===== src/rtl/mem_arbiter.sv =====
// Merges instruction-fetch and data-access requests onto one single-port memory channel.
// One transaction in flight; data wins by default, with a bounded streak so fetch cannot starve.
module mem_arbiter #(
  parameter int unsigned ADDR_W          = 32,
  parameter int unsigned DATA_W          = 32,
  parameter int unsigned MAX_DMEM_STREAK = 4
) (
  input  logic                clk,
  input  logic                reset,
  input  logic                i_req_valid,
  output logic                i_req_ready,
  input  logic [ADDR_W-1:0]   i_req_addr,
  output logic                i_resp_valid,
  output logic [DATA_W-1:0]   i_resp_data,
  input  logic                d_req_valid,
  output logic                d_req_ready,
  input  logic [ADDR_W-1:0]   d_req_addr,
  input  logic                d_req_wen,
  input  logic [DATA_W-1:0]   d_req_wdata,
  input  logic [DATA_W/8-1:0] d_req_mask,
  output logic                d_resp_valid,
  output logic [DATA_W-1:0]   d_resp_data,
  output logic                m_req_valid,
  input  logic                m_req_ready,
  output logic [ADDR_W-1:0]   m_req_addr,
  output logic                m_req_wen,
  output logic [DATA_W-1:0]   m_req_wdata,
  output logic [DATA_W/8-1:0] m_req_mask,
  input  logic                m_resp_valid,
  input  logic [DATA_W-1:0]   m_resp_data,
  output logic                err_unexpected_resp
);

  localparam int unsigned MaskW     = DATA_W / 8;
  localparam logic [3:0]  MaxStreak = 4'(MAX_DMEM_STREAK);

  typedef enum logic [1:0] {StIdle, StReq, StResp} state_e;

  state_e              state_q, state_d;
  logic                owner_is_d_q, owner_is_d_d;
  logic [3:0]          streak_q, streak_d;
  logic [ADDR_W-1:0]   addr_q, addr_d;
  logic                wen_q, wen_d;
  logic [DATA_W-1:0]   wdata_q, wdata_d;
  logic [MaskW-1:0]    mask_q, mask_d;
  logic                i_resp_valid_q, i_resp_valid_d;
  logic                d_resp_valid_q, d_resp_valid_d;
  logic [DATA_W-1:0]   i_resp_data_q, i_resp_data_d;
  logic [DATA_W-1:0]   d_resp_data_q, d_resp_data_d;
  logic                err_q, err_d;
  logic                grant_i, grant_d;

  // Fetch is forced through once the data side has used up its streak.
  assign grant_d = d_req_valid & ~(i_req_valid & (streak_q == MaxStreak));
  assign grant_i = i_req_valid & ~grant_d;

  always_comb begin
    state_d        = state_q;
    owner_is_d_d   = owner_is_d_q;
    streak_d       = streak_q;
    addr_d         = addr_q;
    wen_d          = wen_q;
    wdata_d        = wdata_q;
    mask_d         = mask_q;
    i_resp_valid_d = 1'b0;
    d_resp_valid_d = 1'b0;
    i_resp_data_d  = i_resp_data_q;
    d_resp_data_d  = d_resp_data_q;
    err_d          = err_q | (m_resp_valid & (state_q != StResp));

    unique case (state_q)
      StIdle: begin
        if (grant_d) begin
          state_d      = StReq;
          owner_is_d_d = 1'b1;
          addr_d       = d_req_addr;
          wen_d        = d_req_wen;
          wdata_d      = d_req_wdata;
          mask_d       = d_req_mask;
          if (!i_req_valid) begin
            streak_d = 4'd0;
          end else if (streak_q != MaxStreak) begin
            streak_d = streak_q + 4'd1;
          end
        end else if (grant_i) begin
          state_d      = StReq;
          owner_is_d_d = 1'b0;
          addr_d       = i_req_addr;
          wen_d        = 1'b0;
          wdata_d      = '0;
          mask_d       = '1;
          streak_d     = 4'd0;
        end
      end
      StReq: begin
        if (m_req_ready) begin
          state_d = StResp;
        end
      end
      StResp: begin
        if (m_resp_valid) begin
          state_d = StIdle;
          if (owner_is_d_q) begin
            d_resp_valid_d = 1'b1;
            d_resp_data_d  = m_resp_data;
          end else begin
            i_resp_valid_d = 1'b1;
            i_resp_data_d  = m_resp_data;
          end
        end
      end
      default: state_d = StIdle;
    endcase
  end

  always_ff @(posedge clk) begin
    if (!reset) begin
      state_q        <= StIdle;
      owner_is_d_q   <= 1'b0;
      streak_q       <= 4'd0;
      addr_q         <= '0;
      wen_q          <= 1'b0;
      wdata_q        <= '0;
      mask_q         <= '0;
      i_resp_valid_q <= 1'b0;
      d_resp_valid_q <= 1'b0;
      i_resp_data_q  <= '0;
      d_resp_data_q  <= '0;
      err_q          <= 1'b0;
    end else begin
      state_q        <= state_d;
      owner_is_d_q   <= owner_is_d_d;
      streak_q       <= streak_d;
      addr_q         <= addr_d;
      wen_q          <= wen_d;
      wdata_q        <= wdata_d;
      mask_q         <= mask_d;
      i_resp_valid_q <= i_resp_valid_d;
      d_resp_valid_q <= d_resp_valid_d;
      i_resp_data_q  <= i_resp_data_d;
      d_resp_data_q  <= d_resp_data_d;
      err_q          <= err_d;
    end
  end

  assign i_req_ready         = (state_q == StIdle) & grant_i;
  assign d_req_ready         = (state_q == StIdle) & grant_d;
  assign m_req_valid         = (state_q == StReq);
  assign m_req_addr          = addr_q;
  assign m_req_wen           = wen_q;
  assign m_req_wdata         = wdata_q;
  assign m_req_mask          = mask_q;
  assign i_resp_valid        = i_resp_valid_q;
  assign i_resp_data         = i_resp_data_q;
  assign d_resp_valid        = d_resp_valid_q;
  assign d_resp_data         = d_resp_data_q;
  assign err_unexpected_resp = err_q;

endmodule

===== config.mk =====
export PLATFORM = sky130hd
export DESIGN_NAME = mem_arbiter
export DESIGN_NICKNAME = d
export VERILOG_FILES = /design/src/rtl/mem_arbiter.sv
export SDC_FILE = /design/constraint.sdc
export NUM_CORES = 1
export LEC_CHECK = 0
export ABC_AREA = 1
export ABC_CLOCK_PERIOD_IN_PS = 3800
export CAP_MARGIN = 40
export CORE_ASPECT_RATIO = 0.9
export CORE_MARGIN = 2
export CORE_UTILIZATION = 50
export DETAILED_ROUTE_END_ITERATION = 10
export DONT_BUFFER_PORTS = 1
export HOLD_SLACK_MARGIN = 0.06
export PLACE_DENSITY = 0.75
export SYNTH_ARGS = -nofsm -noshare
export SYNTH_HDL_FRONTEND = slang
export SYNTH_SLANG_ARGS = --single-unit

===== constraint.sdc =====
create_clock -name clk -period 3.8 [get_ports clk]
set_input_delay 0.19 -clock clk [delete_from_list [all_inputs] [get_ports clk]]
set_output_delay 0.19 -clock clk [all_outputs]
set_load 0.03 [all_outputs]

==> summary.md, run 1 <==
| Metric | Value |
|---|---|
| Hold/Removal Path Class | in -> reg |
| Crit path launch type | flip-flop |
| Worst-case clock buffer depth | 2 |
| RSZ-0062 raised after global routing | no |
| Largest net degree at the start of global routing | 66 |
| Hold_sp | d_req_addr[22] |
| CTS Sinks | 143 |
| Worst vdd ir | 0.438 mV |
| Slew HR | 0.461 |
| Cell Chain, Critical Path | inv_1 > ha_1 > nand2_1 > inv_1 > nand2_2 > nand2_2 > nor2_4 > buf_4 |
| Post-cts repair resize count | 0 |
| Port Buffers | 0 |
| Element type at the critical path end | output pin |
| Die height | 104 um |
| Critical Path AT | 3.25 ns |
| WS Path Type | reg -> out |
| Clk_skew | 0.00672 ns |
| Fin util | 0.709 |
| Core area | 0.0109 mm2 |
| H-Tree Depth | 4 |
| Mean number of vias per cell | 5.34 |
| # rows | 36 |
| Reg2reg start | streak_q[0] |
| Post-CTS Setup Inserts | 0 |
| Top cells by area, synth | dfxtp_1 51%, nor2_1 14%, nand2_1 9.8% |
| Initial DRC count | 493 |
| TritonCTS clock tree | done |
| Cell Area, Synth | 0.00560 mm2 |
| # DRC | 0 |
| Final setup viols | 0 |
| Pwr Total | 4.04 mW |
| Clk Tree Root Cell | clkbuf_16 |
| CP max stage delay | 0.76 ns |
| Synth Area per Inst | 7.09 um2 |
| DR pass1 iterations | 5 |
| Wirelength per Cell | 16.4 um |
| R2R Setup Slk | 0.87 ns |
| Post-Synthesis Net Count | 930 |
| First-pass GRT wire length | 27.3 mm |
| Worst skew pair latency | 0.41 ns |
| FILL cells | 750 |
| Setup WS pre-CTS | 0.904 ns |
| Area Growth Syn to Fin | 37.5% |
| Sequential cell area fraction in the yosys report | 0.512 |
| Slowest CP cell | nor2_4 |
| Number of synthesized register bits | 143 |
| Routed WL | 17.5 mm |
| GRT overflow | 0 |
| Routability cong. | 0.867 |
| Detail Route Antenna Nets | 0 |
| Area share of the largest cell type after synthesis | 0.512 |
| PD cells | 525 mW/mm2 |
| Via count | 5701 |
| Initial antenna violation count | 1 |
| Max-cap violations | 0 |
| Worst-Margin Slew | 0.808 ns |
| Final worst slack | 0.365 ns |
| Worst hold stages | 4 |
| Cell variety after synth | 19 |
| Die footprint | 0.0121 mm2 |
| Dpl hpwl | 10.2 mm |
| RR Endpoint | m_req_wdata[3] |
| YS warnings | 0 |
| Req. time, crit path | 3.61 ns |
| Clock-pin slew on the worst setup and hold paths | 0.06 ns |
| Hold_ws | 0.0924 ns |
| Final hold violation count | 0 |
| Setup TNS | 0 ns |
| Max Slew Vio Count | 0 |
| Leak | 3.26 nW |
| Post-layout min period | 3.44 ns |
| Hold Buf Count CTS | 137 |
| Status | completed |
| Total Routing Usage GR | 0.284 |
| Tcrit/Tclk final | 0.904 |
| Hold Path End | m_req_addr[22] |
| Nets | 1044 |
| Share of cells above drive strength 1 | 0.0492 |
| Total CTS buffers | 17 |
| Register-to-Register Path Depth | 9 |
| Post-Synthesis Cells | 789 |
| Vias in the first global route | 5817 |
| IO Pins | 278 |
| Initial Util | 0.515 |
| Crit Path Max Fanout | 36 |
| Synth area leader | dfxtp_1 |
| Fmax | 0.291 GHz |
| Die width | 116 um |
[final cells by class]
type                    count  area (um2)  area share
inverters                  51         191      0.0249
diodes                      1        2.50    0.000325
clock buffers              20         437      0.0568
multi-input cells         544        2310       0.300
well taps                 152         190      0.0247
repair buffers            146        1510       0.196
flip-flops and latches    143        2860       0.372
clock inverters            10         189      0.0246
[how the worst max path moves through the flow]
stage	startpoint	slack [ns]	end
finish	streak_q[0]	0.36	d_req_ready
global route	streak_q[0]	0.11	d_req_ready
CTS	streak_q[0]	0.45	d_req_ready
floorplan	streak_q[0]	2.05	i_req_ready
global placement	streak_q[0]	1.03	d_req_ready
detailed placement	streak_q[0]	0.90	d_req_ready
[flip-flops by register name, summed over array words and instances, names as in the netlist]
register             count
d_resp_data             32
d_resp_valid             1
err_unexpected_resp      1
i_resp_data             32
i_resp_valid             1
m_req_addr              32
m_req_mask               4
m_req_wdata             32
m_req_wen                1
owner_is_d_q             1
state_q                  2
streak_q                 4
[kinds of logic after synthesis]
group / share of synthesized area
fa+ha+maj: 0.00447
flops: 0.512
compound gates: 0.102
simple gates: 0.306
buf+inv: 0.0754
[synthesized netlist by cell type (all sizes together)]
library cell / count
nor2: 214
nand2: 148
dfxtp: 143
o21ai: 71
nand3: 67
inv: 50
a21oi: 41
clkbuf: 28
buf: 23
ha: 2
clkinv: 1
nor3: 1
[metrics by stage]
stage          instance area (um2)  std cells
6_report                      7690       1067
5_1_grt                       7690       1067
4_1_cts                       7690       1066
3_5_place_dp                  5680        899
3_3_place_gp                  5600        896
2_1_floorplan                 5600        789
[critical path, delay by kind of cell (launching register included)]
| family | cells | cell delay [ns] |
|---|---|---|
| simple gates | 4 | 1.84 |
| buf+inv | 3 | 0.41 |
| flops | 1 | 0.35 |
| fa+ha+maj | 1 | 0.20 |
[cell usage in the layout, fill, tap and decap left out, drive strengths merged]
master,instances
nor2,214
nand2,148
dfxtp,143
dlygate4sd3,136
o21ai,71
nand3,67
inv,51
a21oi,41
clkbuf,20
buf,10
bufinv,5
clkinv,4
ha,2
diode,1
nor3,1
clkinvlp,1
[where the power goes]
group          internal, mW  leakage, nW  switching [mW]
sequential             1.58         1.17           0.216
clock                  1.16        0.300           0.609
combinational         0.226         1.79           0.248
[layer usage]
layer  GRT usage  vias up  routed length, um
li1            -     2702                  -
met1       0.290     2607               6200
met2       0.499      328               8800
met3       0.101       64               1840
met4       0.154        0                647
met5           0        -                  0
Note: power is estimated with default switching activity, not from simulation.
==> run 2, diff against run 1 <==
--- a/config.mk
+++ b/config.mk
@@ -6,15 +6,16 @@
 export NUM_CORES = 1
 export LEC_CHECK = 0
 export ABC_AREA = 1
-export ABC_CLOCK_PERIOD_IN_PS = 3800
+export ABC_CLOCK_PERIOD_IN_PS = 3000
 export CAP_MARGIN = 40
 export CORE_ASPECT_RATIO = 0.9
 export CORE_MARGIN = 2
 export CORE_UTILIZATION = 50
+export CTS_BUF_LIST = sky130_fd_sc_hd__clkbuf_8
 export DETAILED_ROUTE_END_ITERATION = 10
 export DONT_BUFFER_PORTS = 1
 export HOLD_SLACK_MARGIN = 0.06
-export PLACE_DENSITY = 0.75
+export PLACE_DENSITY = 0.78
 export SYNTH_ARGS = -nofsm -noshare
 export SYNTH_HDL_FRONTEND = slang
 export SYNTH_SLANG_ARGS = --single-unit
==> constraint.sdc (replaced) <==
create_clock -name clk -period 3 [get_ports clk]
set_input_delay 0.15 -clock clk [delete_from_list [all_inputs] [get_ports clk]]
set_output_delay 0.15 -clock clk [all_outputs]
set_load 0.03 [all_outputs]
==> summary.md, run 2 (synthesis gave the netlist of run 1 again) <==
| Metric | Value |
|---|---|
| Share of cells above drive strength 1 | 0.0527 |
| Crit path launch type | flip-flop |
| Placed Instances | 902 |
| Critical Path AT | 2.92 ns |
| IO Pins | 278 |
| Fin util | 0.703 |
| Nets | 1062 |
| Final instance area | 0.00763 mm2 |
| Crit Path Max Fanout | 39 |
| Wirelength per Cell | 16.0 um |
| Routed WL | 17.3 mm |
| Slew HR | 0.452 |
| Setup WS pre-CTS | 0.979 ns |
| Placed Area | 0.00569 mm2 |
| Max-cap violations | 0 |
| Ant. Diodes | 0 |
| Initial Util | 0.515 |
| Hold/Removal Path Class | in -> reg |
| # rows | 36 |
| Dpl hpwl | 9.57 mm |
| Port Buffers | 0 |
| Reg2reg start | state_q[1] |
| Clock-pin slew on the worst setup and hold paths | 0.07 ns |
| Setup TNS | 0 ns |
| Fmax | 0.388 GHz |
| Max Slew Vio Count | 0 |
| DR pass1 iterations | 8 |
| PD cells | 587 mW/mm2 |
| CTS Sinks | 143 |
| Pwr Total | 4.48 mW |
| Element type at the critical path end | flip-flop |
| Final setup viols | 0 |
| Die width | 116 um |
| WS Path Type | reg -> reg |
| Mean number of vias per cell | 5.27 |
| Vias in the first global route | 5610 |
| Post-layout min period | 2.58 ns |
| Initial DRC count | 506 |
| RSZ-0062 raised after global routing | no |
| Detail Route Antenna Nets | 0 |
| Area Growth Syn to Fin | 36.4% |
| Die footprint | 0.0121 mm2 |
| Worst vdd ir | 0.502 mV |
| Final worst slack | 0.424 ns |
| Hold Buf Count CTS | 152 |
| Die height | 104 um |
| Worst-case clock buffer depth | 2 |
| Leak | 3.26 nW |
| Worst skew pair latency | 0.44 ns |
| Final hold violation count | 0 |
| Hold_ws | 0.111 ns |
| Total Routing Usage GR | 0.281 |
| Area of the multi-input gates | 0.00231 mm2 |
| Core area | 0.0109 mm2 |
| CP startpoint | state_q[1] |
| GRT overflow | 0 |
| Commonest non-fill, non-tap cell in the layout | nor2_1 |
| Worst-Margin Slew | 0.819 ns |
| Register Area | 0.00286 mm2 |
| Initial antenna violation count | 0 |
| TritonCTS clock tree | done |
| Post-Layout Cell Count | 1082 |
| FILL cells | 772 |
| First-pass GRT wire length | 26.8 mm |
| Largest net degree at the start of global routing | 67 |
| Hold_sp | d_req_valid |
| Clk Tree Root Cell | clkbuf_8 |
| Total CTS buffers | 17 |
| Most frequent cells in the layout | 212 x nor2_1, 150 x dlygate4sd3_1, 146 x nand2_1 |
| H-Tree Depth | 4 |
| Clk_skew | 0.00840 ns |
| Req. time, crit path | 3.34 ns |
| Tcrit/Tclk final | 0.859 |
| Routability cong. | 0.823 |
| Status | completed |
| Via count | 5703 |
| # DRC | 0 |
| Post-CTS Setup Inserts | 0 |
| Post-cts repair resize count | 0 |
run 2: worst max-delay path, stage by stage, from the launching register on:
cell and delay [ns]:
dfxtp_1 0.34, nor2_1 0.24, o21ai_4 0.18, buf_16 0.21, inv_2 0.42, buf_12 0.27, nand3_1 0.11, dlygate4sd3_1 0.58
nand2_1 0.07, inv_1 0.04
run 2: worst paths after layout:
kind | to | slack, ns | cells past startpoint
max | m_req_addr[29] | 0.42 | 9
min | m_req_wdata[23] | 0.11 | 4
max reg2reg | m_req_addr[29] | 0.42 | 9
min reg2reg | owner_is_d_q | 0.49 | 2
run 2: final cells by class:
cell class,instances,area share
clock buffer,21,0.0379
clock inverter,7,0.0148
inverter,51,0.0251
multi-input combinational,544,0.303
sequential,143,0.375
tap,152,0.0249
timing repair buffer,164,0.220
run 2: layer usage:
layer	global-route usage	part of all wire	wire length [um]
met1	0.288	0.36	6250
met3	0.121	0.11	1850
met4	0.134	0.037	639
met2	0.484	0.50	8580
met5	0	0	0
run 2: power by group:
part | internal, mW | total (mW) | switching, mW
clock network | 0.889 | 1.56 | 0.675
logic | 0.310 | 0.641 | 0.331
registers | 2.00 | 2.28 | 0.275
total | 3.20 | 4.48 | 1.28
==> run 3, diff against run 2 <==
--- a/config.mk
+++ b/config.mk
@@ -9,7 +9,7 @@
 export ABC_CLOCK_PERIOD_IN_PS = 3000
 export CAP_MARGIN = 40
 export CORE_ASPECT_RATIO = 0.9
-export CORE_MARGIN = 2
+export CORE_MARGIN = 3
 export CORE_UTILIZATION = 50
 export CTS_BUF_LIST = sky130_fd_sc_hd__clkbuf_8
 export DETAILED_ROUTE_END_ITERATION = 10
==> summary.md, run 3 (synthesis gave the netlist of run 1 again) <==
| Metric | Value |
|---|---|
| Status | completed |
| Worst-Margin Slew | 0.849 ns |
| Initial antenna violation count | 0 |
| Max Slew Vio Count | 0 |
| DR pass1 iterations | 7 |
| R2R Setup Slk | 0.47 ns |
| Element type at the critical path end | flip-flop |
| Initial Util | 0.530 |
| Dpl hpwl | 10.7 mm |
| # DRC | 0 |
| Final instance area | 0.00763 mm2 |
| Hold Path End | streak_q[3] |
| GRT overflow | 0 |
| Detail Route Antenna Nets | 0 |
| Clk_skew | 0.0144 ns |
| Most frequent cells in the layout | 212 x nor2_1, 152 x dlygate4sd3_1, 146 x nand2_1 |
| Mean number of vias per cell | 5.44 |
| Die height | 106 um |
| Setup WS pre-CTS | 1.12 ns |
| Share of cells above drive strength 1 | 0.0556 |
| CTS Sinks | 143 |
| Slew HR | 0.433 |
| Routability cong. | 0.821 |
| Req. time, crit path | 3.36 ns |
| Total Routing Usage GR | 0.298 |
| Via count | 5901 |
| PD cells | 586 mW/mm2 |
| Hold_sp | d_req_valid |
| Worst skew pair latency | 0.43 ns |
| Pwr Total | 4.47 mW |
| Final setup viols | 0 |
| Worst-case clock buffer depth | 2 |
| Final hold violation count | 0 |
| Area Growth Syn to Fin | 36.4% |
| Post-CTS Setup Inserts | 0 |
| Nets | 1063 |
| TritonCTS clock tree | done |
| Worst hold stages | 4 |
| Reg2reg start | streak_q[0] |
| Total CTS buffers | 17 |
| Wirelength per Cell | 17.5 um |
| Commonest non-fill, non-tap cell in the layout | nor2_1 |
| Leak | 3.25 nW |
| Core area | 0.0106 mm2 |
| Placed Area | 0.00566 mm2 |
| Cell Chain, Critical Path | inv_1 > ha_1 > nand2_1 > inv_1 > nand2_2 > nand2_2 > nor2_4 > nand2_1 > a21oi_1 > dlygate4sd3_1 |
| Die width | 118 um |
| Clk Tree Root Cell | clkbuf_8 |
| # rows | 35 |
| Crit Path Max Fanout | 36 |
| Crit path max-delay family | simple AND/OR/NAND/NOR gates |
| Worst vdd ir | 0.421 mV |
| H-Tree Depth | 4 |
| Register-to-Register Path Depth | 10 |
| RR Endpoint | m_req_wdata[11] |
| Tcrit/Tclk final | 0.845 |
| Port Buffers | 0 |
| Clock-pin slew on the worst setup and hold paths | 0.08 ns |
| FILL cells | 710 |
| Routed WL | 19.0 mm |
| Largest net degree at the start of global routing | 66 |
| Hold/Removal Path Class | in -> reg |
| WS Path Type | reg -> reg |
| Setup TNS | 0 ns |
| Worst path bufs/invs | 3 |
| First-pass GRT wire length | 30.0 mm |
| Crit path launch type | flip-flop |
| Slowest CP cell | dlygate4sd3_1 |
| Post-layout min period | 2.53 ns |
| IO Pins | 278 |
| RSZ-0062 raised after global routing | no |
| Initial DRC count | 547 |
| CP max stage delay | 0.60 ns |
| Critical Path AT | 2.90 ns |
| Vias in the first global route | 5860 |
| Final worst slack | 0.466 ns |
| Fmax | 0.395 GHz |
| Max-cap violations | 0 |
| Die footprint | 0.0125 mm2 |
-- run 3: timing repair --
action / 4_1_cts / 5_1_grt
hold buffers: 154 / 0
gates resized for setup: 0 / 0
hold endpoints to repair: 140 / 0
-- run 3: metal layers --
metal  vias up  GRT usage  routed length [um]
met5         -          0                   0
met2       445      0.517                9450
met4         0      0.171                 894
li1       2735          -                   -
met3        80      0.114                2130
met1      2641      0.310                6490
-- run 3: final cells by class --
type                            count  area [um2]  share of cell area
Timing Repair Buffer              165        1670               0.219
Clock buffer                       18         248              0.0325
Clock inverter                     14         158              0.0207
Sequential cell                   143        2860               0.375
Antenna cell                        1        2.50            0.000328
Inverter                           51         191              0.0251
Tap cell                          148         185              0.0243
Multi-Input combinational cell    544        2310               0.303
-- run 3: worst max path at each step --
| stage | startpoint | endpoint | depth (start not counted) |
|---|---|---|---|
| floorplan | streak_q[0] | i_req_ready | 8 |
| global placement | d_req_valid | m_req_addr[2] | 7 |
| detailed placement | streak_q[0] | d_req_ready | 8 |
| CTS | streak_q[0] | m_req_wdata[25] | 10 |
| global route | streak_q[0] | m_req_wdata[11] | 10 |
| finish | streak_q[0] | m_req_wdata[11] | 10 |
-- run 3: power breakdown --
part	internal [mW]	total (mW)	switching (mW)	leakage, nW
clock	0.776	1.55	0.774	0.196
sequential	2.00	2.28	0.282	1.17
combinational	0.305	0.642	0.337	1.89
-- run 3: through the flow --
step / hold slack [ns] / instances / util
6_report: 0.136 / 1084 / 0.723
5_1_grt: 0.131 / 1083 / 0.723
4_1_cts: 0.0838 / 1083 / 0.723
3_5_place_dp: 0.296 / 897 / 0.536
3_3_place_gp: 0.288 / 895 / 0.533
2_1_floorplan: 0.282 / 789 / -
-- run 3: worst min-delay path, cell delays in order --
cell     delay (ns)
nand2_2        0.08
nor2_4         0.14
nand2_1        0.10
a21oi_1        0.05
